<file path="config.mk">
export PLATFORM = sky130hd
export DESIGN_NAME = sequence_recorder_16x4
export DESIGN_NICKNAME = d
export VERILOG_FILES = /design/src/rtl/sequence_recorder_16x4.sv
export SDC_FILE = /design/constraint.sdc
export NUM_CORES = 1
export LEC_CHECK = 0
export ABC_AREA = 0
export CORE_UTILIZATION = 40
export CTS_CLUSTER_DIAMETER = 40
export DETAILED_ROUTE_END_ITERATION = 8
export DONT_BUFFER_PORTS = 1
export GPL_ROUTABILITY_DRIVEN = 0
export GPL_TIMING_DRIVEN = 0
export PLACE_DENSITY = 0.61
export SYNTH_ARGS = -nofsm -noshare
export SYNTH_HDL_FRONTEND = slang
export SYNTH_SLANG_ARGS = --single-unit
</file>
<file path="constraint.sdc">
create_clock -name clock -period 1.8 [get_ports clock]
set_input_delay 0.27 -clock clock [delete_from_list [all_inputs] [get_ports clock]]
set_output_delay 0.27 -clock clock [all_outputs]
set_load 0.03 [all_outputs]
</file>
<file path="src/rtl/sequence_recorder_16x4.sv">
// sequence_recorder_16x4: records a sequence of one-hot key presses into a 16x4 memory.
// A press is stored only once per press/release cycle. A non-one-hot press is flagged
// with an error pulse and is not stored. An independent registered read port serves playback.
//
// Ports:
//   clock       system clock, all state changes on its rising edge
//   reset_n     synchronous active-low reset (memory contents are kept)
//   start       begin a new recording, clears count (level-sampled)
//   stop        abort recording, return to idle, count kept
//   buttons     debounced player keys, one-hot when valid
//   rd_address  playback read address
//   rd_data     mem[rd_address], registered, one-cycle latency, read-before-write
//   count       entries written so far, 0..16
//   recording   high while waiting for a press or a release
//   full        high once 16 entries are recorded and the keys are released
//   error       one-cycle pulse after a non-one-hot press
//   wrote       one-cycle pulse after each accepted write
module sequence_recorder_16x4 (
    input  logic       clock,
    input  logic       reset_n,
    input  logic       start,
    input  logic       stop,
    input  logic [3:0] buttons,
    input  logic [3:0] rd_address,
    output logic [3:0] rd_data,
    output logic [4:0] count,
    output logic       recording,
    output logic       full,
    output logic       error,
    output logic       wrote
);

    typedef enum logic [1:0] {
        StIdle,
        StWaitPress,
        StWaitRelease,
        StFull
    } state_e;

    state_e     state_q, state_d;
    logic [4:0] count_q, count_d;
    logic [3:0] rd_data_q;
    logic       error_q, error_d;
    logic       wrote_q;
    logic       we;
    logic       press_any;
    logic       press_onehot;

    logic [3:0] mem [16];

    // x & (x - 1) clears the lowest set bit; zero afterwards means at most one bit was set.
    assign press_any    = (buttons != 4'd0);
    assign press_onehot = press_any && ((buttons & (buttons - 4'd1)) == 4'd0);

    always_comb begin
        state_d = state_q;
        count_d = count_q;
        we      = 1'b0;
        error_d = 1'b0;
        unique case (state_q)
            StIdle: begin
                if (start) begin
                    count_d = 5'd0;
                    state_d = StWaitPress;
                end
            end
            StWaitPress: begin
                if (start) begin
                    count_d = 5'd0;
                end else if (stop) begin
                    state_d = StIdle;
                end else if (press_onehot) begin
                    we      = 1'b1;
                    count_d = count_q + 5'd1;
                    state_d = StWaitRelease;
                end else if (press_any) begin
                    error_d = 1'b1;
                    state_d = StWaitRelease;
                end
            end
            StWaitRelease: begin
                if (start) begin
                    count_d = 5'd0;
                    state_d = StWaitPress;
                end else if (stop) begin
                    state_d = StIdle;
                end else if (!press_any) begin
                    state_d = (count_q == 5'd16) ? StFull : StWaitPress;
                end
            end
            StFull: begin
                if (start) begin
                    count_d = 5'd0;
                    state_d = StWaitPress;
                end
            end
            default: state_d = StIdle;
        endcase
    end

    always_ff @(posedge clock) begin
        if (!reset_n) begin
            state_q   <= StIdle;
            count_q   <= 5'd0;
            error_q   <= 1'b0;
            wrote_q   <= 1'b0;
            rd_data_q <= 4'd0;
        end else begin
            state_q   <= state_d;
            count_q   <= count_d;
            error_q   <= error_d;
            wrote_q   <= we;
            rd_data_q <= mem[rd_address];
        end
    end

    // Memory has no reset; a reset cycle must still block the write.
    always_ff @(posedge clock) begin
        if (reset_n && we) begin
            mem[count_q[3:0]] <= buttons;
        end
    end

    assign rd_data   = rd_data_q;
    assign count     = count_q;
    assign error     = error_q;
    assign wrote     = wrote_q;
    assign recording = (state_q == StWaitPress) || (state_q == StWaitRelease);
    assign full      = (state_q == StFull);

endmodule

</file>
==> reports/results.md <==
| Group | Result | Value |
| --- | --- | --- |
| detailed routing | Total via count after detailed routing | 1742 |
| detailed routing | Count of antenna-violating nets left after detailed routing | 0 |
| final layout | Number of diodes added for antenna fixing | 0 |
| detailed routing | Total DRC errors in the routed layout | 0 |
| critical path | Largest fanout on the critical path | 10 |
| worst hold path | Worst Hold Class | input port to flip-flop |
| sta | Max frequency | 0.595 GHz |
| critical path | R2R Path End | mem[10][1] |
| clock network | Buffer depth of the longest clock path | 2 |
| final layout | NumNets Final | 231 |
| detailed routing | 1st-pass router iterations | 5 |
| detailed routing | Routed WL per cell | 19.4 um |
| sta | Max-slew violation total from the final report | 0 |
| final layout | Layout cell share with drive strength beyond 1 | 0.235 |
| critical path | Type of destination of the critical path | flip-flop |
| critical path | Type of origin of the critical path | flip-flop |
| final layout | Area growth from synthesis to layout | 14.2% |
| critical path | Reg2Reg Launch Point | state_q[0] |
| clock network | Clock insertion delay at the later pin of the skew report | 0.35 ns |
| detailed routing | Routed WL | 6.20 mm |
| power | Reported net switching power | 0.000846 W |
| yosys | Top area cells in the synthesized netlist | sky130_fd_sc_hd__edfxtp_1 60%, sky130_fd_sc_hd__mux4_2 11%, sky130_fd_sc_hd__dfxtp_1 8.1% |
| placement | Dpl hpwl | 3.91 mm |
| power | VDD IR max | 0.427 mV |
| sta | RSZ-0062 raised after global routing | false |
| yosys | Proportion of netlist area held by the largest area contributor | 0.600 |
| yosys | Number of library cell types mapped by synthesis | 39 |
| grt | Initial antenna violation count | 0 |
| worst hold path | Hold Crit Start | buttons[2] |
| sta | Final critical-path share of the clock period | 0.934 |
| critical path | Setup slack of the most critical reg-to-reg path | 0.12 ns |
| yosys | Yosys warns | 0 |
| clock network | H-tree level count | 3 |
| yosys | Cell type with the largest total area after synthesis | sky130_fd_sc_hd__edfxtp_1 |
| floorplan | Die Area | 8370 um^2 |
| power | Combinational group share of total power | 0.089 |
| yosys | Area of the mapped netlist | 3200 um^2 |
| clock network | Library cell used as clock root buffer | sky130_fd_sc_hd__clkbuf_8 |
| worst hold path | Hold Path Sink | mem[6][2] |
| floorplan | Core Footprint | 7730 um^2 |
| power | Portion of total power attributed to sequential cells | 0.530 |
| yosys | Cells after synthesis | 193 |
| critical path | Type of the worst setup path | flip-flop to flip-flop |
| floorplan | Die outline width | 91.5 um |
| power | Internal power | 0.00291 W |
| grt | First-pass GRT wire length | 9.11 mm |
| critical path | Data arrival time of the critical path | 1.73 ns |
| worst hold path | Worst Hold Depth | 0 |
| floorplan | I/O pin cnt | 25 |
| status | Outcome | completed |
| critical path | First element of the critical path | state_q[0] |
| yosys | Post-synthesis register bit count | 77 |
| critical path | Cell count of the worst reg-to-reg path | 5 |
| clock network | Clock tree from TritonCTS | yes |
| sta | Fin Setup TNS | 0 ns |
| final layout | Most common cell after layout, fill and taps aside | sky130_fd_sc_hd__edfxtp_1 |
| run | Max capacitance violation total | 0 |
| placement | Buffers on Ports | 0 |
| sta | Fin Clk Skew | 0.0128 ns |
| yosys | Post-synth EDFFs | 64 |
| sta | Final min period | 1.68 ns |
| yosys | Post-synth ARST share | 0 |
| floorplan | Number of core rows | 32 |
| power | Leakage component of the power | 1.25 nW |
| final layout | Top library cells by usage in the layout, fill and taps aside | 64 x sky130_fd_sc_hd__edfxtp_1, 16 x sky130_fd_sc_hd__mux4_2, 11 x sky130_fd_sc_hd__dfxtp_1 |
| grt | Largest net degree at the start of global routing | 23 |
| placement | Placed cell area | 3330 um^2 |
| floorplan | Die height | 91.5 um |
| sta | Number of failing hold endpoints at the final stage | 0 |
| final layout | Final standard cell area without fillers | 3660 um^2 |
| grt | Tot GR Track Use | 0.153 |
| critical path | Endpoint required time on the critical path | 1.85 ns |
| floorplan | Initial core utilization | 0.414 |
| clock network | CTS sink count | 77 |
| yosys | Sequential fraction of the synthesis area | 0.682 |
| clock network | Number of buffers inserted during clock tree synthesis | 9 |
| grt | Via count of the first global-routing pass | 1633 |
| yosys | Synthesized netlist net count | 212 |
| sta | Number of endpoints failing setup at the final stage | 0 |
| grt | Global route overflow | 0 |
| sta | Worst-case headroom to the max-slew limit | 0.678 |
| detailed routing | Iter 0 DRT Violations | 85 |
| power | Clock share of power | 0.381 |
| yosys | Average size of a mapped cell | 16.6 um^2 |
| sta | Transition time at the pin with the least slew margin | 0.482 ns |
| power | Switching Share | 0.225 |
| yosys | Leading register cell type out of synthesis | sky130_fd_sc_hd__edfxtp_1 |
| power | Power Density | 1030 nW/um^2 |
| clock network | CTS clock-pin slew for the worst setup and hold paths | 0.07 ns |
| detailed routing | Number of vias per cell | 5.46 |
-- registers in the layout, indices dropped and copies added, names as in the netlist --
register,count
state_q,2
mem,64
count,5
rd_data,4
wrote,1
error,1
-- worst max path at each step --
stage,depth (start not counted),to,slack [ns]
5_1_grt,6,mem[5][0],0.02
2_1_floorplan,5,mem[3][0],0.12
3_3_place_gp,5,mem[8][3],-0.28
4_1_cts,6,mem[15][1],0.03
6_report,5,mem[10][1],0.12
3_5_place_dp,5,mem[8][3],-0.28
-- metrics by stage --
stage	cells	worst slack [ns]	total power, W	util	hold WS (ns)
2_1_floorplan	193	0.122	0.00227	-	0.369
3_3_place_gp	295	-0.277	0.00232	0.431	0.370
3_5_place_dp	295	-0.277	0.00232	0.431	0.370
4_1_cts	312	0.0295	0.00375	0.462	0.00419
5_1_grt	319	0.0192	0.00391	0.473	0.000159
6_report	319	0.120	0.00376	0.473	0.0279
-- critical path: stages, from the launching register on --
cell,delay [ns]
sky130_fd_sc_hd__dfxtp_1,0.38
sky130_fd_sc_hd__ha_2,0.25
sky130_fd_sc_hd__nand2_2,0.11
sky130_fd_sc_hd__nor3_4,0.15
sky130_fd_sc_hd__clkbuf_4,0.23
sky130_fd_sc_hd__and3_2,0.26
-- cells in the mapped netlist, types with 2 or more instances --
library cell	instances
sky130_fd_sc_hd__nor4b_1	2
sky130_fd_sc_hd__nor2_1	4
sky130_fd_sc_hd__ha_1	7
sky130_fd_sc_hd__a21oi_1	5
sky130_fd_sc_hd__edfxtp_1	64
sky130_fd_sc_hd__or3_1	4
sky130_fd_sc_hd__nor4_1	2
sky130_fd_sc_hd__dfxtp_1	13
sky130_fd_sc_hd__nor2b_1	3
sky130_fd_sc_hd__mux4_2	16
sky130_fd_sc_hd__nand2_1	9
sky130_fd_sc_hd__nor3_1	2
sky130_fd_sc_hd__o21ai_0	7
sky130_fd_sc_hd__inv_1	6
sky130_fd_sc_hd__a22oi_1	6
sky130_fd_sc_hd__and3_1	17
sky130_fd_sc_hd__mux2i_1	2
sky130_fd_sc_hd__buf_2	3
-- area by class of cell --
cell class | count | area, um^2
flip-flops and latches | 77 | 2180
inverters | 6 | 22.5
well taps | 102 | 128
fillers | 667 | 4070
plain buffers | 6 | 40.0
clock buffers | 12 | 145
repair buffers | 8 | 77.6
multi-input cells | 104 | 985
clock inverters | 4 | 73.8
-- routing by layer --
metal	wire, um	GRT usage
met1	2770	0.195
met3	454	0.0670
met2	2920	0.231
met5	0	0
met4	56	0.0516
-- cell families (layout without fill, tap and decap cells) --
kind of cell	Yosys count	after routing	share of synthesized area
muxes	18	18	0.119
xor gates and xnor gates	1	1	0.00274
AOI/OAI and AO/OA	24	24	0.0492
DFF	77	77	0.682
adders and majority gates	8	8	0.0305
buffers and inverters	12	36	0.0188
and+or+nand+nor	53	53	0.0985
-- timing repair --
action / 4_1_cts / 5_1_grt
setup endpoints to repair: 64 / 39
hold endpoints to repair: 0 / 45
hold buffers: 0 / 7
pin swaps: 1 / 0
setup buffers: 1 / 0
resized for setup: 8 / 8
-- power by group through the flow --
stage | sequential, W | clock [W] | combinational, W
final | 0.00199 | 0.00143 | 0.000333
after global routing | 0.00200 | 0.00154 | 0.000368
after CTS | 0.00199 | 0.00146 | 0.000301
after detailed placement | 0.00203 | 0 | 0.000291
after global placement | 0.00203 | 0 | 0.000292
after floorplan | 0.00203 | 0 | 0.000243
Power figures use the tool's default switching activity.
==> variant 1 (same settings) <==
Register the input `buttons` before use. The logic sees it one clock later. The other inputs are not delayed to match.
--- a/src/rtl/sequence_recorder_16x4.sv
+++ b/src/rtl/sequence_recorder_16x4.sv
@@ -38,4 +38,10 @@
     } state_e;
 
+    logic [3:0] buttons_q;
+
+    always_ff @(posedge clock) begin
+        buttons_q <= buttons;
+    end
+
     state_e     state_q, state_d;
     logic [4:0] count_q, count_d;
@@ -50,6 +56,6 @@
 
     // x & (x - 1) clears the lowest set bit; zero afterwards means at most one bit was set.
-    assign press_any    = (buttons != 4'd0);
-    assign press_onehot = press_any && ((buttons & (buttons - 4'd1)) == 4'd0);
+    assign press_any    = (buttons_q != 4'd0);
+    assign press_onehot = press_any && ((buttons_q & (buttons_q - 4'd1)) == 4'd0);
 
     always_comb begin
@@ -118,5 +124,5 @@
     always_ff @(posedge clock) begin
         if (reset_n && we) begin
-            mem[count_q[3:0]] <= buttons;
+            mem[count_q[3:0]] <= buttons_q;
         end
     end
Check against the original RTL: not equivalent (a bounded check fails within 4 cycles, from zero or initial values and one cycle with reset_n low).
==> variant 1 against the original RTL <==
  * Synthesized cell count is 6.2% higher
  * Area after synthesis is 3.4% higher
  * Worst setup slack worse by 86 ps
  * Clock skew is 6.9 ps lower
  * Via count is 8.2% higher
  * Die area is 3.3% higher
  * Critical path depth is 2 lower
  * Total power is 11% higher
  * Wire length is 8.9% higher
  * Final cell count is 8.8% higher
  * Cell area is 11% higher
  * Sequential cell count is 4 higher
  * Critical path type unchanged
  * Highest routed layer unchanged
==> variant 1: results (changes against the original RTL) <==
stage,metric,value,unit,change
placed_design,DP HPWL,4110,um,+5.3%
layout,max reg flops,64,,unchanged
pwr,Pleak,1.32,nW,+5.1%
hold_path,worst min-delay path class,input pin to register,,
grt,initial antenna violation count,0,,unchanged
yosys,Synth Net Count,224,,+5.7%
route,average wire per standard cell,19.5,um,about the same
yosys,main area contributors after synthesis,"edfxtp_1, mux4_2, dfxtp_1",,
clock_tree,root buf cell,clkbuf_8,,
critical_path,reg2reg path depth,3,,-2
clock_tree,htree depth,3,,unchanged
critical_path,reg2reg end,mem[13][2]$_DFFE_PP_,,
critical_path,crit path DAT,1800,ps,+70 ps
pwr,VDD IR-drop max,0.000526,V,+23%
clock_tree,cts bufs inserted,9,,unchanged
timing,clk_skew,5.90,ps,-6.94 ps
layout,Layout Nets,259,,+12%
critical_path,worst r2r src,count[2]$_SDFFE_PN0P_,,
timing,Max Clk Rate,566,MHz,-4.8%
route,Vias/cell,5.43,,-0.52%
critical_path,"reg-to-reg slack, setup",30,ps,-90 ps
outcome,status,finished clean,,
clock_tree,clk_lat worst skew,350,ps,about the same
critical_path,Slowest Stage Delay on Critical Path,580,ps,+200 ps
grt,number of global-route vias before repair,1991,,+22%
placed_design,IO Port Bufs,0,,unchanged
grt,GRT met1 Usage,0.218,,+0.0230
critical_path,Top delay family on crit path,flip-flops,,
yosys,sequential area share after synthesis,0.683,,+0.00178
layout,layout cells sized above 1,0.359,,+0.124
grt,met2 GRT Util,0.282,,+0.0513
critical_path,CP max-delay cell,dfxtp_1,,
route,DRT iter0 DRCs,189,,+120%
yosys,most common library cells after synthesis,"edfxtp_1, nor2_1, dfxtp_1, mux4_2",,
timing,Relative slew margins,0.561,,-0.117
grt,first-pass GRT wire length,10600,um,+17%
critical_path,CP Max Fanout,10,,unchanged
layout,Ant. Diodes,0,,unchanged
timing,Min Hold Slack,47.5,ps,+19.6 ps
grt,GRT Resource Usage Total,0.172,,+0.0196
route,Initial DRT Pass Iterations,4,,-1
clock_tree,clk slew on worst S/H paths,80,ps,
placed_design,"worst slack, placed",-445,ps,-168 ps
grt,M3 GR Usage,0.0642,,-0.00277
yosys,asr flop ratio synth,0,,unchanged
grt,largest net degree at the start of global routing,14,,-39%
placed_design,Post-DP Area,3460,um2,+4.0%
yosys,count of different cell masters after synthesis,40,,+2.6%
==> variant 1: changes by cell type after synthesis, moves of 4 or more <==
cell / unedited run / this run
nor3_1: 2 / 6
nand4_1: 1 / 6
dfxtp_1: 13 / 17
and3_1: 17 / 1
nor2_1: 4 / 19
==> variant 1: kinds of logic (layout without fill, tap and decap cells) <==
| family | after synthesis | count (layout) | share of synthesized area |
|---|---|---|---|
| AND/OR/NAND/NOR | 58 | 58 | 0.0971 |
| AO/OA/AOI/OAI | 28 | 28 | 0.0620 |
| multiplexers | 16 | 16 | 0.109 |
| adder cells (fa/ha/maj) | 8 | 8 | 0.0295 |
| flip-flops | 81 | 81 | 0.683 |
| buffers and inverters | 13 | 53 | 0.0166 |
| XOR/XNOR | 1 | 1 | 0.00265 |
==> variant 1: where the power goes <==
| group | switching [mW] | internal (mW) |
|---|---|---|
| logic | 0.273 | 0.226 |
| registers | 0.0652 | 2.05 |
| clock network | 0.629 | 0.915 |
==> variant 1: repair_timing <==
action                     4_1_cts  5_1_grt
setup endpoints to repair       66       63
hold buffers                     4        0
gates resized for setup         35       15
buffers inserted                20        0
hold endpoints to repair         4        0
pin swaps                        8        7
==> variant 1: worst min path at each step <==
stage | startpoint | endpoint | depth (start not counted)
floorplan | buttons[0] | buttons_q[0]$_DFF_P_ | 0
global placement | buttons[2] | buttons_q[2]$_DFF_P_ | 0
detailed placement | buttons[1] | buttons_q[1]$_DFF_P_ | 0
CTS | reset_n | state_q[0]$_SDFFE_PN0P_ | 2
global route | reset_n | state_q[0]$_SDFFE_PN0P_ | 2
finish | reset_n | state_q[0]$_SDFFE_PN0P_ | 2
==> variant 1: per-layer routing <==
layer / wire, um / share of wire
met5: 0 / 0
met4: 69 / 0.010
met3: 411 / 0.061
met2: 3350 / 0.50
met1: 2910 / 0.43
==> variant 1: final cells by class <==
type | instances | area [um2]
buffer | 7 | 47.5
tap | 102 | 128
timing repair buffer | 24 | 205
multi-input combinational | 111 | 1150
sequential | 81 | 2280
inverter | 6 | 22.5
clock inverter | 6 | 106
fill | 676 | 3780
clock buffer | 10 | 128
==> variant 1: worst register-to-register path, stage by stage (launching register included) <==
cell and delay (ps):
dfxtp_1 580, clkbuf_4 350, nand2_1 240, nor2_2 290
==> variant 1: through the flow <==
stage,setup TNS (ps),std cells
6_report,0,347
5_1_grt,-1840,347
4_1_cts,-14.1,347
3_5_place_dp,-24340,307
3_3_place_gp,-20790,307
2_1_floorplan,0,205
==> variant 2 (config.mk and constraints unchanged) <==
Without the edit above. The 4 states of `state_e` get a one-hot encoding in 4 bits.
--- a/src/rtl/sequence_recorder_16x4.sv
+++ b/src/rtl/sequence_recorder_16x4.sv
@@ -31,9 +31,9 @@
 );
 
-    typedef enum logic [1:0] {
-        StIdle,
-        StWaitPress,
-        StWaitRelease,
-        StFull
+    typedef enum logic [3:0] {
+        StIdle        = 4'b0001,
+        StWaitPress   = 4'b0010,
+        StWaitRelease = 4'b0100,
+        StFull        = 4'b1000
     } state_e;
 
Check against the original RTL: same outputs for any inputs over 4 cycles, from zero or initial values and one cycle with reset_n low; so few cycles prove little.
==> variant 2 against the original RTL <==
  * The run now ends with negative setup slack left
  * Area after synthesis grew 11%
  * Total power grew 8.2%
  * Cell area grew 17%
  * Wire length grew 19%
  * Die area grew 10%
  * Sequential cell count grew 2
  * Worst setup slack lost 130 ps
  * Highest routed layer unchanged
==> variant 2: results (changes against the original RTL) <==
stage,metric,value,unit,change
timing,worst slew pin tran,768,ps,+286 ps
pwr,Pleak,1.38,nW,+9.8%
layout,Non-Filler Instances,369,,+16%
placed_design,dpl cells,332,,+13%
critical_path,CP Max Fanout,6,,-4
route,average wire per standard cell,20.1,um,+3.2%
yosys,count of different cell masters after synthesis,55,,+41%
outcome,violated checks,negative setup slack,,
route,Vias/cell,5.59,,+2.4%
yosys,main area contributors after synthesis,"edfxtp_1, mux4_2, dfxtp_1",,
yosys,sequential area share after synthesis,0.627,,-0.0544
timing,final setup vio count,6,,+6
grt,first-pass GRT wire length,11500,um,+26%
timing,Setup WS post-layout,-9.80,ps,-129 ps
grt,largest net degree at the start of global routing,22,,-4.3%
critical_path,CP max-delay cell,nor4b_4,,
layout,Layout Nets,275,,+19%
route,Initial DRT Pass Iterations,4,,-1
pwr,VDD IR-drop max,0.000448,V,+4.9%
yosys,most common library cells after synthesis,"edfxtp_1, nor2_1, mux4_2, dfxtp_1, nand2_1",,
outcome,status,"complete, but fails checks",,
yosys,cell count after synthesis,227,,+18%
critical_path,crit path DAT,2030,ps,+300 ps
placed_design,DP HPWL,4590,um,+18%
layout,layout cells sized above 1,0.360,,+0.125
layout,Layout fillers,695,,+4.2%
yosys,Synth Net Count,243,,+15%
route,DRT iter0 DRCs,114,,+34%
critical_path,Slowest Stage Delay on Critical Path,700,ps,+320 ps
grt,number of global-route vias before repair,2122,,+30%
-- variant 2: cell types whose count changed in the layout (fill, tap and decap cells not counted), sizes merged, moves of 4 or more --
cell | unedited run | this run
nor2 | 4 | 18
mux2i | 2 | 9
o211ai | 0 | 4
buf | 5 | 23
or3 | 4 | 0
a31oi | 0 | 4
nand2b | 1 | 7
a21oi | 5 | 1
o21ai | 7 | 2
nor3 | 3 | 11
a22oi | 6 | 0
and3 | 17 | 0
-- variant 2: repair_timing --
item                                   in CTS  in global routing
hold buffers                                0                  7
pin swaps                                   6                  8
endpoints found under the hold margin       0                 35
gates resized for setup                    39                 20
setup endpoints to repair                  67                 72
setup buffers                              12                  3
-- variant 2: cell type report --
| class | count | area (um2) | share of cell area |
|---|---|---|---|
| plain buffers | 11 | 88.8 | 0.0207 |
| clock buffers | 11 | 131 | 0.0306 |
| clock inverters | 5 | 81.3 | 0.0189 |
| inverters | 5 | 18.8 | 0.00437 |
| multi-input cells | 131 | 1410 | 0.328 |
| flip-flops and latches | 79 | 2240 | 0.521 |
| well taps | 105 | 131 | 0.0306 |
| repair buffers | 22 | 199 | 0.0463 |
-- variant 2: final timing paths --
| check | slack (ps) | end | startpoint | cells after the start |
|---|---|---|---|---|
| hold reg to reg | 640 | count[0]$_SDFFE_PN0P_ | count[0]$_SDFFE_PN0P_ | 2 |
| setup / recovery | -10 | state_q[0]$_SDFFE_PN1P_ | state_q[0]$_SDFFE_PN1P_ | 6 |
| setup reg to reg | -10 | state_q[0]$_SDFFE_PN1P_ | state_q[0]$_SDFFE_PN1P_ | 6 |
| hold / removal | 30 | mem[7][1]$_DFFE_PP_ | buttons[1] | 0 |
-- variant 2: kinds of logic after synthesis --
family | share of synthesized area
flops | 0.627
compound gates | 0.0519
buf+inv | 0.0332
simple gates | 0.132
mux | 0.127
xor+xnor | 0.0120
fa+ha+maj | 0.0169
-- variant 2: report_power, final --
part / switching (mW) / internal [mW] / total, mW
Sequential: 0.0373 / 2.00 / 2.04
Combinational: 0.324 / 0.301 / 0.625
Clock: 0.616 / 0.785 / 1.40
Total: 0.977 / 3.09 / 4.06
-- variant 2: through the flow --
stage	cell area [um2]	setup TNS (ps)	utilization	setup WS, ps
after floorplan	3550	-405	-	-21.4
after global placement	3680	-22570	0.439	-443
after detailed placement	3680	-23330	0.439	-450
after CTS	4130	-2910	0.493	-107
after global routing	4290	-2080	0.512	-108
final	4290	-21.4	0.512	-9.80
-- variant 2: metal layers --
layer	track usage	vias up	routed length, um
met5	0	-	0
met4	0.0522	0	114
met3	0.0585	7	372
met2	0.285	66	3710
met1	0.220	1033	3200
li1	-	958	-
